<file path="src/rtl/skinny_tbc.sv">
// skinny_tbc: iterative SKINNY-128-384+ core, numrnd rounds per cycle behind valid/ready handshakes.
// Cell 0 of every 128-bit word is its most significant byte.
module skinny_rnd #(
  parameter int numrnd = 2,
  parameter int fullcnt = 1
) (
  input  logic [127:0]          state,
  input  logic [127:0]          key,
  input  logic [127:0]          tweak,
  input  logic [63+64*fullcnt:0] cnt,
  input  logic [6*numrnd-1:0]   round_const,
  output logic [127:0]          next_state,
  output logic [127:0]          next_key,
  output logic [127:0]          next_tweak,
  output logic [63+64*fullcnt:0] next_cnt
);
  localparam logic [63:0] PT = 64'h9F8DAECB01234567;
  function automatic logic [7:0] sbox(input logic [7:0] a);
    logic [7:0] x;
    x = a;
    for (int r = 0; r < 4; r++) begin
      x = x ^ {3'b0, ~(x[7] | x[6]), 3'b0, ~(x[3] | x[2])};
      x = (r < 3) ? {x[2], x[1], x[7], x[6], x[4], x[0], x[3], x[5]} : {x[7:3], x[1], x[2], x[0]};
    end
    return x;
  endfunction
  function automatic logic [127:0] perm(input logic [127:0] t);
    logic [127:0] o;
    for (int i = 0; i < 16; i++) o[127-8*i -: 8] = t[127-8*int'(PT[63-4*i -: 4]) -: 8];
    return o;
  endfunction
  function automatic logic [127:0] lfsr2(input logic [127:0] t);
    logic [127:0] o;
    o = t;
    for (int i = 0; i < 8; i++) o[127-8*i -: 8] = {t[126-8*i -: 7], t[127-8*i] ^ t[125-8*i]};
    return o;
  endfunction
  function automatic logic [127:0] lfsr3(input logic [127:0] t);
    logic [127:0] o;
    o = t;
    for (int i = 0; i < 8; i++) o[127-8*i -: 8] = {t[120-8*i] ^ t[126-8*i], t[127-8*i -: 7]};
    return o;
  endfunction
  // SubCells, constants, round tweakey on the top two rows, ShiftRows, then MixColumns on whole rows
  function automatic logic [127:0] rnd(input logic [127:0] s, input logic [127:0] tk, input logic [5:0] rc);
    logic [127:0] x;
    logic [31:0] r1, r2, r3;
    for (int i = 0; i < 16; i++) x[127-8*i -: 8] = sbox(s[127-8*i -: 8]);
    x = x ^ {4'h0, rc[3:0], 24'h0, 6'h0, rc[5:4], 24'h0, 8'h02, 56'h0} ^ {tk[127:64], 64'h0};
    r1 = {x[71:64], x[95:72]};
    r2 = {x[47:32], x[63:48]};
    r3 = {x[23:0], x[31:24]};
    return {x[127:96] ^ r2 ^ r3, x[127:96], r1 ^ r2, x[127:96] ^ r2};
  endfunction
  logic [127:0] s [numrnd+1];
  logic [127:0] k1 [numrnd+1];
  logic [127:0] k2 [numrnd+1];
  logic [127:0] k3 [numrnd+1];
  assign s[0] = state;
  assign k1[0] = 128'(cnt) << (64 - 64 * fullcnt);
  assign k2[0] = tweak;
  assign k3[0] = key;
  for (genvar i = 0; i < numrnd; i++) begin : g_rnd
    assign s[i+1]  = rnd(s[i], k1[i] ^ k2[i] ^ k3[i], round_const[6*i +: 6]);
    assign k1[i+1] = perm(k1[i]);
    assign k2[i+1] = lfsr2(perm(k2[i]));
    assign k3[i+1] = lfsr3(perm(k3[i]));
  end
  assign next_state = s[numrnd];
  assign next_key = k3[numrnd];
  assign next_tweak = k2[numrnd];
  assign next_cnt = k1[numrnd][127 -: 64+64*fullcnt];
endmodule

module skinny_tbc #(
  parameter int numrnd = 2,
  parameter int fullcnt = 1,
  parameter int rounds = 40
) (
  input  logic                  clk,
  input  logic                  rst,
  input  logic                  in_valid,
  output logic                  in_ready,
  input  logic [127:0]          key_in,
  input  logic [127:0]          tweak_in,
  input  logic [63+64*fullcnt:0] cnt_in,
  input  logic [127:0]          state_in,
  output logic                  out_valid,
  input  logic                  out_ready,
  output logic [127:0]          state_out
);
  localparam int STEPS = rounds / numrnd;
  localparam int CTRW = STEPS > 1 ? $clog2(STEPS) : 1;
  typedef enum logic [1:0] {IDLE, RUN, DONE} fsm_t;
  fsm_t fsm, fsm_nxt;
  logic [127:0] blk, key, tweak, nxt_blk, nxt_key, nxt_tweak;
  logic [63+64*fullcnt:0] cnt, nxt_cnt;
  logic [5:0] lfsr;
  logic [5:0] lc [numrnd+1];
  logic [CTRW-1:0] ctr;
  logic [6*numrnd-1:0] round_const;
  assign lc[0] = lfsr;
  for (genvar i = 0; i < numrnd; i++) begin : g_lfsr
    assign lc[i+1] = {lc[i][4:0], lc[i][5] ^ lc[i][4] ^ 1'b1};
    assign round_const[6*i +: 6] = lc[i+1];
  end
  skinny_rnd #(.numrnd(numrnd), .fullcnt(fullcnt)) u_rnd (
    .state(blk), .key(key), .tweak(tweak), .cnt(cnt), .round_const(round_const),
    .next_state(nxt_blk), .next_key(nxt_key), .next_tweak(nxt_tweak), .next_cnt(nxt_cnt)
  );
  assign in_ready = fsm == IDLE;
  assign out_valid = fsm == DONE;
  assign state_out = blk;
  always_comb begin
    fsm_nxt = (fsm == IDLE && in_valid) ? RUN :
              (fsm == RUN && ctr == CTRW'(STEPS - 1)) ? DONE :
              (fsm == DONE && out_ready) ? IDLE : fsm;
  end
  always_ff @(posedge clk) begin
    if (rst) begin
      fsm <= IDLE;
      blk <= '0;
      key <= '0;
      tweak <= '0;
      cnt <= '0;
      lfsr <= '0;
      ctr <= '0;
    end else begin
      fsm <= fsm_nxt;
      if (fsm == IDLE && in_valid) begin
        blk <= state_in;
        key <= key_in;
        tweak <= tweak_in;
        cnt <= cnt_in;
        lfsr <= '0;
        ctr <= '0;
      end else if (fsm == RUN) begin
        blk <= nxt_blk;
        key <= nxt_key;
        tweak <= nxt_tweak;
        cnt <= nxt_cnt;
        lfsr <= lc[numrnd];
        ctr <= ctr + CTRW'(1);
      end
    end
  end
endmodule

</file>
<file path="config.mk">
export PLATFORM = sky130hd
export DESIGN_NAME = skinny_tbc
export DESIGN_NICKNAME = d
export VERILOG_FILES = /design/src/rtl/skinny_tbc.sv
export SDC_FILE = /design/constraint.sdc
export NUM_CORES = 2
export LEC_CHECK = 0
export ABC_AREA = 1
export CAP_MARGIN = 10
export CORE_MARGIN = 8
export CORE_UTILIZATION = 45
export CTS_CLUSTER_DIAMETER = 150
export DETAILED_ROUTE_END_ITERATION = 10
export PLACE_DENSITY_LB_ADDON = 0.25
export SYNTH_ARGS = -nofsm -noshare
export SYNTH_HDL_FRONTEND = slang
export SYNTH_SLANG_ARGS = --single-unit
</file>
<file path="constraint.sdc">
create_clock -name clk -period 6.8 [get_ports clk]
set_input_delay 1.02 -clock clk [delete_from_list [all_inputs] [get_ports clk]]
set_output_delay 1.02 -clock clk [all_outputs]
set_load 0.005 [all_outputs]
</file>
# Yosys cells after proc, flatten, opt, wreduce, memory -nomap -nowiden

Index checks and enable logic that the tools add are counted.

Add/subtract/negate cells: 1
Equal/unequal tests: 3
Mux-type cells: 11
Bitwise logic cells: 690
Reduce and logical (&&, ||, !) cells: 8

Operator list:

| cell                                                | count |
|---|---|
| two-way mux 128 bit                                 | 8 |
| XOR 8 x 5 -> 8 bit                                  | 128 |
| XOR 128 bit                                         | 6 |
| NOT 1 bit                                           | 258 |
| bitwise OR 1 bit                                    | 256 |
| XOR 128 x 124 -> 128 bit                            | 2 |
| XOR 32 bit                                          | 6 |
| XOR 1 bit                                           | 34 |
| adder 5 x 1 -> 5 bit, second input constant         | 1 |
| equality test 5 bit, second input constant          | 1 |
| two-way mux 2 bit                                   | 2 |
| nonzero test 2 bit                                  | 2 |
| logical AND 1 bit                                   | 3 |
| nonzero test 3 bit                                  | 1 |
| equality test 2 x 1 -> 1 bit, second input constant | 1 |
| equality test 2 bit, second input constant          | 1 |
| logical NOT 2 bit                                   | 1 |
| OR reduction 2 bit                                  | 1 |
| two-way mux 1 bit                                   | 1 |

Register bits after elaboration: 525
Bits of input ports: 516
Output and inout port bits: 130
Word-level logic and storage cells: 721

# Longest topological paths before layout

Depth after elaboration: 34
Gate-level depth with buffers: 32

# By module

A second synthesis with hierarchy kept.

Cells, all modules: 6591
Area total of the unflattened synthesis: 40507.6 µm²

By module, submodules not included:

| module     | times used | cells each | area each (µm²) | sequential area each (µm²) |
|---|---|---|---|---|
| skinny_tbc | 1          | 3889       | 24742.5         | 10510.1 |
| skinny_rnd | 1          | 2702       | 15765.1         | 0.0 |

# Worst setup path after synthesis

Ideal clock, no wire load.

Kind: register -> register
From: register blk[34], in the netlist state_out[34]
To: register blk[112], in the netlist state_out[112]
Data arrival time: 2.723 ns
Data required time: 6.680 ns
Slack: 3.957 ns
Stages on the path, launching flop included: 25
Buffers on the path: 0
Cells stage by stage: dfxtp_1 -> nor2_4 -> xor2_4 -> nand2_2 -> xor2_2 -> inv_1 -> nand3_1 -> nand2_2 -> nand2_2 -> nand2_2 -> nor2_4 -> inv_2 -> nand2_4 -> nand2_2 -> nor2_4 -> xor2_2 -> nand3_1 -> nand2_1 -> nand2_1 -> nand2_1 -> nand2_1 -> nand2_1 -> nand3_1 -> nand2_1 -> a21oi_2

Cells in the longest elaborated chain, start to end: 32
Elaborated cells between the ends (all ways): 46
Classes of those cells: mux (2); bitwise (44)

RTL lines:

| element                    | RTL line | text |
|---|---|---|
| from (decl)                | 96       | `logic [127:0] blk, key, tweak, nxt_blk, nxt_key, nxt_tweak;` |
| from (signal assigned)     | 131      | `blk <= state_in;` |
| from (signal assigned)     | 138      | `blk <= nxt_blk;` |
| bitwise OR 1 bit           | 22       | `x = x ^ {3'b0, ~(x[7] \| x[6]), 3'b0, ~(x[3] \| x[2])};` |
| NOT 1 bit                  | 22       |  |
| XOR 8 x 5 -> 8 bit *       | 22       |  |
| bitwise OR 1 bit           | 22       |  |
| NOT 1 bit                  | 22       |  |
| XOR 8 x 5 -> 8 bit *       | 22       |  |
| bitwise OR 1 bit           | 22       |  |
| NOT 1 bit                  | 22       |  |
| (+15 left out)             | --       |  |
| bitwise OR 1 bit           | 22       |  |
| NOT 1 bit                  | 22       |  |
| XOR 8 x 5 -> 8 bit *       | 22       |  |
| XOR 128 x 124 -> 128 bit * | 49       | `x = x ^ {4'h0, rc[3:0], 24'h0, 6'h0, rc[5:4], 24'h0, 8'h02, 56'h0} ^ {tk[127:64], 64'h0};` |
| XOR 128 bit *              | 49       |  |
| XOR 32 bit * (2 in series) | 53       | `return {x[127:96] ^ r2 ^ r3, x[127:96], r1 ^ r2, x[127:96] ^ r2};` |
| two-way mux 128 bit *      | 137      | `end else if (fsm == RUN) begin` |
| two-way mux 128 bit *      | 130      | `if (fsm == IDLE && in_valid) begin` |

Mark *: on every way between the ends. The rest lies on a longest branch, timed or not. The select of a mux whose other input is x is not followed.
A chain may end at the register's enable or synchronous reset.

# Worst setup path after layout

From: register blk[7], in the netlist state_out[7]
To: register blk[109], in the netlist state_out[109]

Cells in the longest elaborated chain, start to end: 25

RTL lines:

| element                            | RTL line |
|---|---|
| bitwise OR 1 bit                   | 22 |
| NOT 1 bit                          | 22 |
| XOR 8 x 5 -> 8 bit *               | 22 |
| bitwise OR 1 bit                   | 22 |
| NOT 1 bit                          | 22 |
| XOR 8 x 5 -> 8 bit *               | 22 |
| bitwise OR 1 bit                   | 22 |
| NOT 1 bit                          | 22 |
| (+5 left out)                      | -- |
| XOR 128 bit *                      | 49 |
| XOR 32 bit *                       | 53 |
| XOR 8 x 5 -> 8 bit * (4 in series) | 22 |
| XOR 128 x 124 -> 128 bit *         | 49 |
| XOR 128 bit *                      | 49 |
| XOR 32 bit * (2 in series)         | 53 |
| two-way mux 128 bit *              | 137 |
| two-way mux 128 bit *              | 130 |

Marks and branches as above.

==> results by group <==
Timing
  • Slew HR: 22.4%
  • Clock Skew: approximately 0.053 ns
  • Final setup fails: 0
  • Fin worst setup slack: between 2 and 2.5 ns
  • Slew Viols, Final: 0
  • Post-layout minimum cycle time: 4.73 ns
  • Fmax: 212 MHz
  • Setup_tns: 0 ns
  • RSZ-0062 raised after global routing: no
  • Crit share post-route: roughly 69%
  • Least-Margin Pin Slew: approximately 1.2 ns
  • Endpoints failing hold: 0

Synthesis
  • Sequential element share of the synthesized area: a little under a third
  • Count leader, synth: nand2_1
  • Post-synthesis average cell area: 6.79 µm²
  • Cell area after synthesis: 34000 µm²
  • Post-synthesis mux area share: 0%
  • Compound-Gate Fraction of Synth Area: 21.7%
  • Netlist cell types: 43
  • Largest family of logic cells by synthesized area: simple AND/OR/NAND/NOR gates
  • Simple-gate share of the synthesized area: 23.7%
  • Post-synth top cells: 1353 x nand2_1, 729 x o21ai_0, 525 x dfxtp_1
  • Xor/xnor share of the synthesized area: between 10% and 20%
  • Synth warnings: 0
  • Top-area cell type share of the netlist area: 30.9%
  • Synth Instances: approximately 5000
  • Syn nets: 5521
  • Post-synth top area cell: dfxtp_1
  • Top post-synthesis cells by area: dfxtp_1 31%, nand2_1 15%, o21ai_0 11%
  • Ys async rst share: 0%
  • Area share of fa/ha/maj cells after synthesis: 0.0368%
  • EDFF count, synth: 0
  • Yosys reg bits: 525
  • Main synth FF type: dfxtp_1

Placed design
  • IO Port Bufs: 645
  • Routability Congestion: 1.05
  • Setup Slack @ Placement: 2.00 ns
  • DPL Wire Length: 136000 µm

Global routing
  • Largest net degree at the start of global routing: 230
  • GRT overflow: 0
  • Antenna violations before repair: 12
  • Global-route usage over all layers: approximately two fifths
  • First-pass GRT wire length: 242000 µm
  • Vias in the first global route: 34967

Floorplanning
  • Rows: 100
  • Core Region: 74600 µm²
  • Starting density of the core: 45.6%
  • DIE AREA: approximately 85000 µm²
  • Ports: 646
  • Die width: 291 µm
  • Die Y: 291 µm

Setup path
  • CP Capture Type: flip-flop
  • WS Path Type: flip-flop to flip-flop
  • Critical Path Max Stage Delay: 0.76 ns
  • CP Launch Type: flip-flop
  • Worst path required time: between 7 and 8 ns
  • Crit path cell chain: nor2_1 > xnor2_1 > nand3b_1 > nand2_1 > inv_2 > nand3_1 > nand2_1 > nand2_1 > nand2_1 > nand2_1 > nand3_1 > nand2_1 > nand2_4 > nand2_1 > xor2_1 > xnor2_1 > xor2_1 > nand2_1 > o211ai_1 > a21oi_1
  • Slowest-stage cell, CP: xnor2_1
  • CP Max Fanout: 5
  • Critical Path AT: 5.31 ns
  • Most frequent CP cell: nand2_1

Clocking
  • CTS sink cnt: 525
  • Post-CTS Setup Bufs: 0
  • Worst-path clk slew: 0.06 ns
  • CTS Hold Buffers Added: 0
  • Worst-case clock buffer depth: 3
  • Clock Latency Late Sink: around 0.66 ns
  • CTS buffer count: 57
  • CTS tree: built
  • Max H-tree Level: 2
  • Clock root buffer master: clkbuf_16
  • PostCTS Resize Cnt: 0

Finish
  • Share of layout cells above drive strength 1: 5.22%
  • Area Overhead vs Synth: 25.9%
  • Nets: a little under 6000

Worst hold path
  • Hold/Removal Path Class: flip-flop to flip-flop

Routing
  • Via density: 5.87
  • Detailed Route Iter0 Violations: 5228
  • Routed len/inst: 26.6 µm
  • ANT nets after route: 0
  • # DRC: 0
  • Drt pass-1 iters: 8
  • Detailed Route WL: 172000 µm
  • Routed vias: 37971

Status
  • Status: completed

Flow run
  • Max cap viols: 0
[worst paths after layout]
path | from | endpoint | slack [ns] | cells past startpoint
setup / recovery | state_out[7]$_SDFFE_PP0P_ | state_out[109]$_SDFFE_PP0P_ | 2.07 | 20
hold / removal | state_out[16]$_SDFFE_PP0P_ | state_out[16]$_SDFFE_PP0P_ | 0.49 | 2
setup reg to reg | state_out[7]$_SDFFE_PP0P_ | state_out[109]$_SDFFE_PP0P_ | 2.07 | 20
hold reg to reg | state_out[16]$_SDFFE_PP0P_ | state_out[16]$_SDFFE_PP0P_ | 0.49 | 2
[routing by layer]
| layer | part of all wire (%) | GRT usage (%) | vias up |
|---|---|---|---|
| met5 | 0.027 | 0 | - |
| li1 | - | - | 17340 |
| met4 | 6.4 | 20.2 | 8 |
| met3 | 11 | 8.51 | 426 |
| met1 | 39 | 48.8 | 17829 |
| met2 | 44 | 60.0 | 2368 |
[area by class of cell]
cell class	instances	area (µm²)
Clock inverter	20	233
Sequential cell	525	10500
Tap cell	969	1210
Clock buffer	82	1660
Antenna cell	7	17.5
Inverter	317	1210
Timing Repair Buffer	668	6690
Multi-Input combinational cell	3882	21300
Fill cell	7175	31800
[state kept, by name, indices dropped and copies added (netlist names)]
register	flops
ctr	5
lfsr	6
tweak	128
cnt	128
fsm	2
state_out	128
key	128
[logic make-up (layout without fill, tap and decap cells)]
family          Yosys count  after routing
flops                   525            525
compound gates         1361           1361
xor+xnor                622            622
simple gates           1898           1898
buf+inv                 597           1087
fa+ha+maj                 1              1
other cells               0              7
[through the flow]
| step | cell area (µm²) | hold WS, ns | std cells | util (%) |
|---|---|---|---|---|
| global placement | 40900 | 0.464 | 6361 | 54.8 |
| global route | 42800 | 0.526 | 6468 | 57.4 |
| CTS | 42800 | 0.483 | 6463 | 57.4 |
| finish | 42800 | 0.489 | 6470 | 57.4 |
| floorplan | 34000 | 0.456 | 5004 | - |
| detailed placement | 40900 | 0.474 | 6361 | 54.8 |
[critical path, delay by kind of cell (launching register included)]
family	cells	cell delay (ns)
xor gates and xnor gates	4	2.06
AOI/OAI and AO/OA	2	0.37
DFF	1	0.61
and+or+nand+nor	13	1.56
buffers and inverters	1	0.06
[placed cells by master (no fill, tap or decap), types with 7 or more instances in the layout]
| cell | synthesis | routed |
|---|---|---|
| a21oi_1 | 418 | 418 |
| a221oi_1 | 46 | 46 |
| a31oi_1 | 22 | 22 |
| buf_4 | 0 | 18 |
| clkbuf_1 | 261 | 11 |
| clkbuf_16 | 0 | 57 |
| clkbuf_8 | 0 | 14 |
| clkdlybuf4s50_1 | 0 | 644 |
| clkinv_2 | 0 | 9 |
| dfxtp_1 | 525 | 525 |
| diode_2 | 0 | 7 |
| inv_1 | 290 | 289 |
| inv_2 | 23 | 22 |
| nand2_1 | 1353 | 1351 |
| nand2_2 | 61 | 61 |
| nand3_1 | 245 | 245 |
| nand3_2 | 7 | 7 |
| nand3b_1 | 34 | 34 |
| nand4_1 | 28 | 28 |
| nor2_1 | 117 | 116 |
| nor2_2 | 10 | 10 |
| nor2_4 | 8 | 9 |
| o211ai_1 | 55 | 55 |
| o21a_1 | 11 | 11 |
| o21ai_0 | 729 | 729 |
| o21ai_1 | 10 | 10 |
| o21bai_1 | 56 | 56 |
| or2_1 | 17 | 17 |
| or2_2 | 7 | 7 |
| xnor2_1 | 273 | 273 |
| xnor2_2 | 12 | 12 |
| xor2_1 | 308 | 308 |
| xor2_2 | 24 | 24 |
Power is not shown: default switching activity piles up to over one toggle a cycle in this logic, so the estimate is an artifact.
